**config.mk**
```make
export PLATFORM = sky130hd
export DESIGN_NAME = debug_dump_sequencer
export DESIGN_NICKNAME = d
export VERILOG_FILES = /design/src/rtl/debug_dump_sequencer_pkg.sv /design/src/rtl/debug_dump_sequencer_word_byte_serializer.sv /design/src/rtl/debug_dump_sequencer.sv
export SDC_FILE = /design/constraint.sdc
export NUM_CORES = 1
export LEC_CHECK = 0
export CORE_AREA = 4 4 91 93
export CTS_BUF_LIST = sky130_fd_sc_hd__clkbuf_2 sky130_fd_sc_hd__clkbuf_4 sky130_fd_sc_hd__clkbuf_8
export CTS_CLUSTER_DIAMETER = 100
export DETAILED_ROUTE_END_ITERATION = 8
export DIE_AREA = 0 0 95 97
export DONT_BUFFER_PORTS = 1
export MAX_ROUTING_LAYER = met4
export PLACE_DENSITY = 0.82
export SETUP_SLACK_MARGIN = 0.3
export SLEW_MARGIN = 20
export SYNTH_ARGS = -nofsm -noshare
export SYNTH_HDL_FRONTEND = slang
export SYNTH_SLANG_ARGS = --single-unit
```
**constraint.sdc**
```tcl
create_clock -name i_clk -period 4.5 [get_ports i_clk]
set_input_delay 0.675 -clock i_clk [delete_from_list [all_inputs] [get_ports i_clk]]
set_output_delay 0.675 -clock i_clk [all_outputs]
set_load 0.02 [all_outputs]
```
**src/rtl/debug_dump_sequencer_pkg.sv**
```systemverilog
// Types and constants shared by the debug dump sequencer, its serializer and the
// debug controller that issues the ASCII commands over the UART.
package debug_dump_sequencer_pkg;

    typedef enum logic [2:0] {
        ST_IDLE,
        ST_FETCH,
        ST_LOAD,
        ST_SEND,
        ST_WAIT,
        ST_ADVANCE,
        ST_DONE
    } dump_state_t;

    typedef enum logic [1:0] {
        SEC_PC,
        SEC_CLK,
        SEC_REGS,
        SEC_MEM
    } section_t;

    // Command bytes understood by the debug controller.
    localparam logic [7:0] CMD_RUN   = 8'h72;
    localparam logic [7:0] CMD_STEP  = 8'h73;
    localparam logic [7:0] CMD_HALT  = 8'h68;
    localparam logic [7:0] CMD_DUMP  = 8'h64;
    localparam logic [7:0] CMD_RESET = 8'h78;

    localparam int MEM_WORD_BYTES = 4;

endpackage

```
**src/rtl/debug_dump_sequencer_word_byte_serializer.sv**
```systemverilog
// Holds one word and hands it to the UART TX a byte at a time, most significant
// byte first, reporting each accepted byte and the end of the word.
module debug_dump_sequencer_word_byte_serializer
    import debug_dump_sequencer_pkg::*;
#(
    parameter int NBITS     = 32,
    parameter int DATA_BITS = 8
) (
    input  logic                 clk,
    input  logic                 rst_n,
    input  logic                 load,
    input  logic [NBITS-1:0]     word_in,
    input  logic                 send,
    input  logic                 wait_active,
    input  logic                 tx_done,
    output logic [DATA_BITS-1:0] tx_data,
    output logic                 tx_start,
    output logic                 byte_sent,
    output logic                 word_sent
);

    localparam int BYTES = NBITS / DATA_BITS;
    localparam int CNT_W = (BYTES > 1) ? $clog2(BYTES) : 1;

    logic [NBITS-1:0]     word;
    logic [CNT_W-1:0]     byte_cnt;
    logic [DATA_BITS-1:0] last_byte;

    // The byte on the wire is shown live during SEND and then held from last_byte,
    // so it stays put after the word register has shifted on.
    assign tx_start  = send;
    assign tx_data   = send ? word[NBITS-1 -: DATA_BITS] : last_byte;
    assign byte_sent = wait_active & tx_done;
    assign word_sent = byte_sent & (byte_cnt == CNT_W'(BYTES - 1));

    always_ff @(posedge clk or negedge rst_n) begin
        if (!rst_n) begin
            word      <= '0;
            byte_cnt  <= '0;
            last_byte <= '0;
        end else begin
            if (load) begin
                word     <= word_in;
                byte_cnt <= '0;
            end else if (byte_sent) begin
                word     <= word << DATA_BITS;
                byte_cnt <= byte_cnt + 1'b1;
            end
            if (send) begin
                last_byte <= word[NBITS-1 -: DATA_BITS];
            end
        end
    end

endmodule

```
**src/rtl/debug_dump_sequencer.sv**
```systemverilog
// Walks PC, cycle count, every GPR and every data-memory word after a halt or step,
// driving the read selects and feeding each word to the UART byte serializer.
module debug_dump_sequencer
    import debug_dump_sequencer_pkg::*;
#(
    parameter int NBITS         = 32,
    parameter int DATA_BITS     = 8,
    parameter int REG_COUNT     = 32,
    parameter int DATA_MEM_SIZE = 256
) (
    input  logic                         i_clk,
    input  logic                         i_rst_n,
    input  logic                         i_start,
    output logic                         o_busy,
    output logic                         o_done,
    input  logic [NBITS-1:0]             i_mips_pc,
    input  logic [NBITS-1:0]             i_mips_clk_count,
    output logic [$clog2(REG_COUNT)-1:0] o_mips_reg_sel,
    input  logic [NBITS-1:0]             i_mips_reg_data,
    output logic [NBITS-1:0]             o_mips_mem_addr,
    input  logic [NBITS-1:0]             i_mips_mem_data,
    output logic [DATA_BITS-1:0]         o_tx_data,
    output logic                         o_tx_start,
    input  logic                         i_tx_done
);

    localparam int                      SEL_W     = $clog2(REG_COUNT);
    localparam logic [SEL_W-1:0]        LAST_REG  = SEL_W'(REG_COUNT - 1);
    localparam logic [NBITS-1:0]        LAST_ADDR = NBITS'(DATA_MEM_SIZE - MEM_WORD_BYTES);

    dump_state_t          state, next_state;
    section_t             section;
    logic [SEL_W-1:0]     reg_sel;
    logic [NBITS-1:0]     mem_addr;
    logic [NBITS-1:0]     load_word;
    logic                 byte_sent, word_sent, last_word;

    assign o_busy          = (state != ST_IDLE);
    assign o_done          = (state == ST_DONE);
    assign o_mips_reg_sel  = reg_sel;
    assign o_mips_mem_addr = mem_addr;
    assign last_word       = (section == SEC_MEM) && (mem_addr == LAST_ADDR);

    always_comb begin
        load_word = '0;
        case (section)
            SEC_PC:   load_word = i_mips_pc;
            SEC_CLK:  load_word = i_mips_clk_count;
            SEC_REGS: load_word = i_mips_reg_data;
            SEC_MEM:  load_word = i_mips_mem_data;
            default:  load_word = '0;
        endcase
    end

    always_ff @(posedge i_clk or negedge i_rst_n) begin
        if (!i_rst_n) begin
            state <= ST_IDLE;
        end else begin
            state <= next_state;
        end
    end

    always_comb begin
        next_state = state;
        case (state)
            ST_IDLE:    if (i_start) next_state = ST_FETCH;
            ST_FETCH:   next_state = ST_LOAD;
            ST_LOAD:    next_state = ST_SEND;
            ST_SEND:    next_state = ST_WAIT;
            ST_WAIT: begin
                if (word_sent) begin
                    next_state = ST_ADVANCE;
                end else if (byte_sent) begin
                    next_state = ST_SEND;
                end
            end
            ST_ADVANCE: next_state = last_word ? ST_DONE : ST_FETCH;
            ST_DONE:    next_state = ST_IDLE;
            default:    next_state = ST_IDLE;
        endcase
    end

    // Selects only move in ADVANCE, so the read data seen in LOAD always matches
    // a select that has been stable for the whole FETCH cycle.
    always_ff @(posedge i_clk or negedge i_rst_n) begin
        if (!i_rst_n) begin
            section  <= SEC_PC;
            reg_sel  <= '0;
            mem_addr <= '0;
        end else begin
            case (state)
                ST_IDLE: begin
                    if (i_start) begin
                        section  <= SEC_PC;
                        reg_sel  <= '0;
                        mem_addr <= '0;
                    end
                end
                ST_ADVANCE: begin
                    case (section)
                        SEC_PC:  section <= SEC_CLK;
                        SEC_CLK: section <= SEC_REGS;
                        SEC_REGS: begin
                            if (reg_sel == LAST_REG) begin
                                section <= SEC_MEM;
                            end else begin
                                reg_sel <= reg_sel + 1'b1;
                            end
                        end
                        SEC_MEM: begin
                            if (mem_addr != LAST_ADDR) begin
                                mem_addr <= mem_addr + NBITS'(MEM_WORD_BYTES);
                            end
                        end
                        default: section <= SEC_PC;
                    endcase
                end
                ST_DONE: begin
                    section  <= SEC_PC;
                    reg_sel  <= '0;
                    mem_addr <= '0;
                end
                default: ;
            endcase
        end
    end

    debug_dump_sequencer_word_byte_serializer #(
        .NBITS     (NBITS),
        .DATA_BITS (DATA_BITS)
    ) u_serializer (
        .clk         (i_clk),
        .rst_n       (i_rst_n),
        .load        (state == ST_LOAD),
        .word_in     (load_word),
        .send        (state == ST_SEND),
        .wait_active (state == ST_WAIT),
        .tx_done     (i_tx_done),
        .tx_data     (o_tx_data),
        .tx_start    (o_tx_start),
        .byte_sent   (byte_sent),
        .word_sent   (word_sent)
    );

endmodule

```
# Word-level counts from Yosys, hierarchy flattened
# Cells that the tools add are included.
[op_classes]
n_addsub = 3
multipliers = 0
n_div = 0
magnitude_cmp = 0
eq_ne = 21
shifts = 0
muxes = 23
n_bitwise = 2
reduce_logical = 10
[op_table]
columns = ["op", "n"]
rows = [
  ["2-to-1 mux 32 bit", 5],
  ["case mux 32 bit (4 select lines)", 1],
  ["case mux 32 bit (3 select lines)", 1],
  ["adder 32 x 3 -> 32 bit (second input constant)", 1],
  ["equality test 32 x 8 -> 1 bit (second input constant)", 1],
  ["inequality test 32 x 8 -> 1 bit (second input constant)", 1],
  ["case mux 3 bit (6 select lines)", 1],
  ["2-to-1 mux 5 bit", 3],
  ["case mux 5 bit (3 select lines)", 1],
  ["2-to-1 mux 3 bit", 4],
  ["case mux 2 bit (3 select lines)", 2],
  ["AND reduction 4 bit", 3],
  ["equality test 3 bit (second input constant)", 3],
  ["2-to-1 mux 2 bit", 4],
  ["2-to-1 mux 8 bit", 1],
  ["inequality test 2 bit (second input constant)", 4],
  ["equality test 2 bit (second input constant)", 3],
  ["equality test 3 x 2 -> 1 bit (second input constant)", 2],
  ["inequality test 3 bit (second input constant)", 2],
  ["nonzero test 3 bit", 2],
  ["adder 5 x 1 -> 5 bit (second input constant)", 1],
  ["equality test 5 bit (second input constant)", 1],
  ["inequality test 4 x 1 -> 1 bit (second input constant)", 1],
  ["equality test 3 x 1 -> 1 bit (second input constant)", 1],
  ["9 further kinds", 10],
]
[word_totals]
reg_bits = 84
latch_bits = 0
ramBits = 0
mem_bits_ro = 0
output_inout_bits = 48
mem_count = 0

# Longest topological paths before layout
[depth]
word_depth = 5
ltp_mapped = 9
mapped_depth_nobuf = 8

# By module
# From an unflattened synthesis, not the netlist that was laid out.
[unflattened]
hier_cells = 572
hier_area_um2 = 5436.5
[modules_own_cells]
columns = ["module", "instances", "cells_per_inst", "area_per_inst_um2", "seq_area_each_um2"]
rows = [
  ["debug_dump_sequencer", 1, 371, 3228.1, 1001.0],
  ["debug_dump_sequencer_word_byte_serializer", 1, 201, 2208.4, 1051.0],
]

# Least setup slack after synthesis
# No wires, ideal clock.
[synth_path]
path_kind = "input-to-reg"
start = "input port i_start"
end = "register mem_addr[28] (netlist: o_mips_mem_addr[28])"
setup_ps = 66
arrival_time_ps = 2095
t_required_ps = 4434
setup_slack_ps = 2339
path_stages = 6
n_path_buf = 1
path_cell_list = "or3b_4 -> a221oi_4 -> buf_6 -> nand3_2 -> or4_1 -> nand2_1"
[synth_via]
elab_chain_cells = 2
[synth_lines]
columns = ["element", "line", "rtl"]
rows = [
  ["start: declaration", "debug_dump_sequencer.sv:13", "input logic i_start,"],
  ["inequality test 2 bit (no source line)", "n/a", ""],
  ["AND reduction 4 bit (no source line)", "n/a", ""],
  ["end signal: assignment", "debug_dump_sequencer.sv:112", "mem_addr <= mem_addr + NBITS'(MEM_WORD_BYTES);"],
  ["end: declaration", "debug_dump_sequencer.sv:34", "logic [NBITS-1:0] mem_addr;"],
]
# Every way passes these cells.
# A chain may end at the register's enable or synchronous reset.

# Worst setup path in the final report
[layout_path]
start = "register state[0]"
end = "register mem_addr[7] (netlist: o_mips_mem_addr[7])"
[layout_via]
elab_chain_cells = 3
[layout_lines]
columns = ["element", "line", "rtl"]
rows = [
  ["start: declaration", "debug_dump_sequencer.sv:31", "dump_state_t state, next_state;"],
  ["start signal: assignment", "debug_dump_sequencer.sv:59", "state <= next_state;"],
  ["equality test 3 bit or zero test 3 bit (tied branches)", "debug_dump_sequencer.sv:91", "case (state)"],
  ["inequality test 2 bit (no source line) or nonzero test 3 bit (tied branches)", "n/a", ""],
  ["AND reduction 4 bit (no source line)", "n/a", ""],
]
# Parallel ways exist; a longest one is shown, timed or not.

==> results.sh <==
export IMPL_status="completed"
export IMPL_rsz0062_at_grt="false"
export IMPL_vias=4068
export IMPL_drcViolationCount=0
export IMPL_mostFrequentLayoutCells="dfrtp_1 (82), nand2_1 (73), nor2_1 (61)"
export IMPL_power_leakage_nw=2.234
export IMPL_layout_commonest_cell="dfrtp_1"
export IMPL_holdWs_ns=0.01730
export IMPL_ctsHoldBuffers=0
export IMPL_synthCells=535
export IMPL_slew_viol_final=0
export IMPL_crit_buf_inv=0
export IMPL_dpl_hpwl_microns=8589
export IMPL_fin_nets=655
export IMPL_synthArstFlopShare_pct=100.0
export IMPL_wl_per_cell_microns=19.67
export IMPL_cts_buffers=9
export IMPL_slowest_stage="a221oi_4"
export IMPL_rr_startpoint="state[0]$_DFFE_PN0P_"
export IMPL_grt_busiest_layer="met2"
export IMPL_worstSetupPathType="reg2reg"
export IMPL_placed_area_sq_um=4708
export IMPL_finalCritPeriodShare_pct=66.29
export IMPL_critPathTopFamily="compound AO/OA/AOI/OAI gates"
export IMPL_crit_arrival_ns=3.24
export IMPL_fillers=649
export IMPL_cts_root_buf="clkbuf_8"
export IMPL_synth_avg_cell_area_sq_um=8.817
export IMPL_io_pins=180
export IMPL_use_met3_pct=6.610
export IMPL_htreeDepth=3
export IMPL_grtUsageMet2_pct=43.33
export IMPL_grt_total_usage_pct=26.71
export IMPL_antenna_found_initial=0
export IMPL_grt_pass1_wl_microns=19240
export IMPL_drt_pass1_iter_count=9
export IMPL_utilization_pct=66.67
export IMPL_ys_seq_area_share_pct=43.50
export IMPL_ir_drop_uv=326.5
export IMPL_netlist_area_sq_um=4717
export IMPL_synth_top_area_share_pct=43.50
export IMPL_clk_pin_slew_ns=0.08
export IMPL_fmax_ghz=0.3352
export IMPL_grt_max_degree=83
export IMPL_synth_seq_cells=82
export IMPL_rows=32
export IMPL_ys_top_cells_by_area="dfrtp_1 (44%), a222oi_1 (6.8%), nand2_1 (5.8%)"
export IMPL_finalSetupViolCount=0
export IMPL_yosys_area_top_type="dfrtp_1"
export IMPL_yosys_warnings=0
export IMPL_viasPerCell=6.551
export IMPL_layout_drive_gt1_share_pct=5.973
export IMPL_post_cts_buffers=0
export IMPL_clock_path_buffers=2
export IMPL_worstMarginPinSlew_ns=0.9314
export IMPL_die_h_microns=97
export IMPL_critPathRequiredTime_ns=4.76
export IMPL_synth_edf_count=0
export IMPL_post_route_min_period_ns=2.983
export IMPL_drt_iter0_markers=322
export IMPL_cts_num_sinks=82
export IMPL_finalWorstSetupSlack_ns=1.517
export IMPL_cts_tree="yes"
export IMPL_multi_input_area_sq_um=2451
export IMPL_post_layout_nonfiller_instances=621
export IMPL_stdcell_area_sq_um=5019
export IMPL_total_power_mw=2.875
export IMPL_yosysUniqueCellTypes=49
export IMPL_place_congestion=0.8684
export IMPL_synthFlopType="dfrtp_1"
export IMPL_hold_class="in2async"
export IMPL_power_density_nw_per_um2=572.8
export IMPL_end_kind="flip-flop"
export IMPL_post_cts_resized=0
export IMPL_path_max_fanout=21
export IMPL_wl_microns=12220
export IMPL_tns_ns=0
export IMPL_finClkSkew_ns=0.008094
export IMPL_setup_worst_path_start_class="flip-flop"
export IMPL_antenna_violating_nets_post_route=0
export IMPL_cp_cell_sequence="or3b_4 > a221oi_4 > o21ai_1 > or4_1 > a21oi_1"
export IMPL_n_antenna_cell=0
export IMPL_dp_cells=601
export IMPL_dp_slack_ns=1.555
export IMPL_use_met1_pct=32.91
export IMPL_register_area_sq_um=2052
export IMPL_grt_pass1_vias=3929
export IMPL_io_buffer_count=0
export IMPL_dieArea_sq_um=9215
export IMPL_start_util_pct=62.67
export IMPL_finalHoldViolCount=0
export IMPL_slew_headroom_pct=37.91
export IMPL_core_area_sq_um=7527
export IMPL_area_growth_syn_to_layout_pct=6.393
export IMPL_critPathMaxStageDelay_ns=0.73
export IMPL_startpoint="state[0]$_DFFE_PN0P_"
export IMPL_clock_latency_ns=0.35
export IMPL_fp_dieW_microns=95
export IMPL_max_cap_viol_count=0
export IMPL_overflow=0
export IMPL_reg2reg_slack_ns=1.52
layout make-up:
cell class | count | share of cell area, %
timing repair buffer | 8 | 1.845
multi-input combinational | 398 | 48.84
sequential | 82 | 40.89
clock buffer | 10 | 2.618
clock inverter | 5 | 2.069
inverter | 16 | 1.197
tap | 102 | 2.543
report_power, final:
| part | switching (mW) | internal (mW) | total (mW) |
|---|---|---|---|
| sequential | 0.152 | 0.945 | 1.10 |
| clock | 0.260 | 0.372 | 0.632 |
| combinational | 0.761 | 0.385 | 1.15 |
| total | 1.17 | 1.70 | 2.87 |
cells by family (layout without fill, tap and decap cells):
logic type / count (synthesis) / in the layout / synth area share, %
xor+xnor: 19 / 19 / 3.528
fa+ha+maj: 8 / 8 / 2.122
other cells: 1 / 2 / 0.07950
mux: 25 / 25 / 5.332
simple gates: 205 / 205 / 20.32
buf+inv: 56 / 39 / 5.013
compound gates: 139 / 139 / 20.11
flops: 82 / 82 / 43.50
cells in the mapped netlist (3+ instances only):
cell and instances:
dfrtp_1 82, nand2_1 73, nor2_1 61, a21oi_1 43
a222oi_1 32, clkbuf_1 29, o21ai_0 29, mux2i_1 24
xor2_1 17, nand4_1 16, nand3_1 15, inv_1 14
ha_1 8, o22ai_1 8, and3_1 6, buf_2 6
nor4_1 6, o211ai_1 6, o31ai_1 6, or4_1 6
and2_1 5, o21ai_1 5, nor3_1 4, buf_4 3
nor2b_1 3, or3_1 3
path summary, 6_finish.rpt:
path,endpoint,depth (start not counted)
max,o_mips_mem_addr[7]$_DFFE_PN0P_,5
min,o_mips_reg_sel[3]$_DFFE_PN0P_,0
max reg2reg,o_mips_mem_addr[7]$_DFFE_PN0P_,5
min reg2reg,u_serializer.word[18]$_DFFE_PN0P_,2
max in group asynchronous,u_serializer.word[11]$_DFFE_PN0P_,1
min in group i_clk,state[0]$_DFFE_PN0P_,2
sequential cells by signal, indices dropped and copies added (netlist names):
| signal | flops |
|---|---|
| o_mips_reg_sel | 5 |
| u_serializer.word | 32 |
| u_serializer.last_byte | 8 |
| u_serializer.byte_cnt | 2 |
| section | 2 |
| o_mips_mem_addr | 30 |
| state | 3 |
routing by layer:
layer	wire [microns]	vias up
met5	0	-
met4	255	0
met3	962	19
met2	6216	185
met1	4783	1950
li1	-	1914
Power figures use the tool's default switching activity.
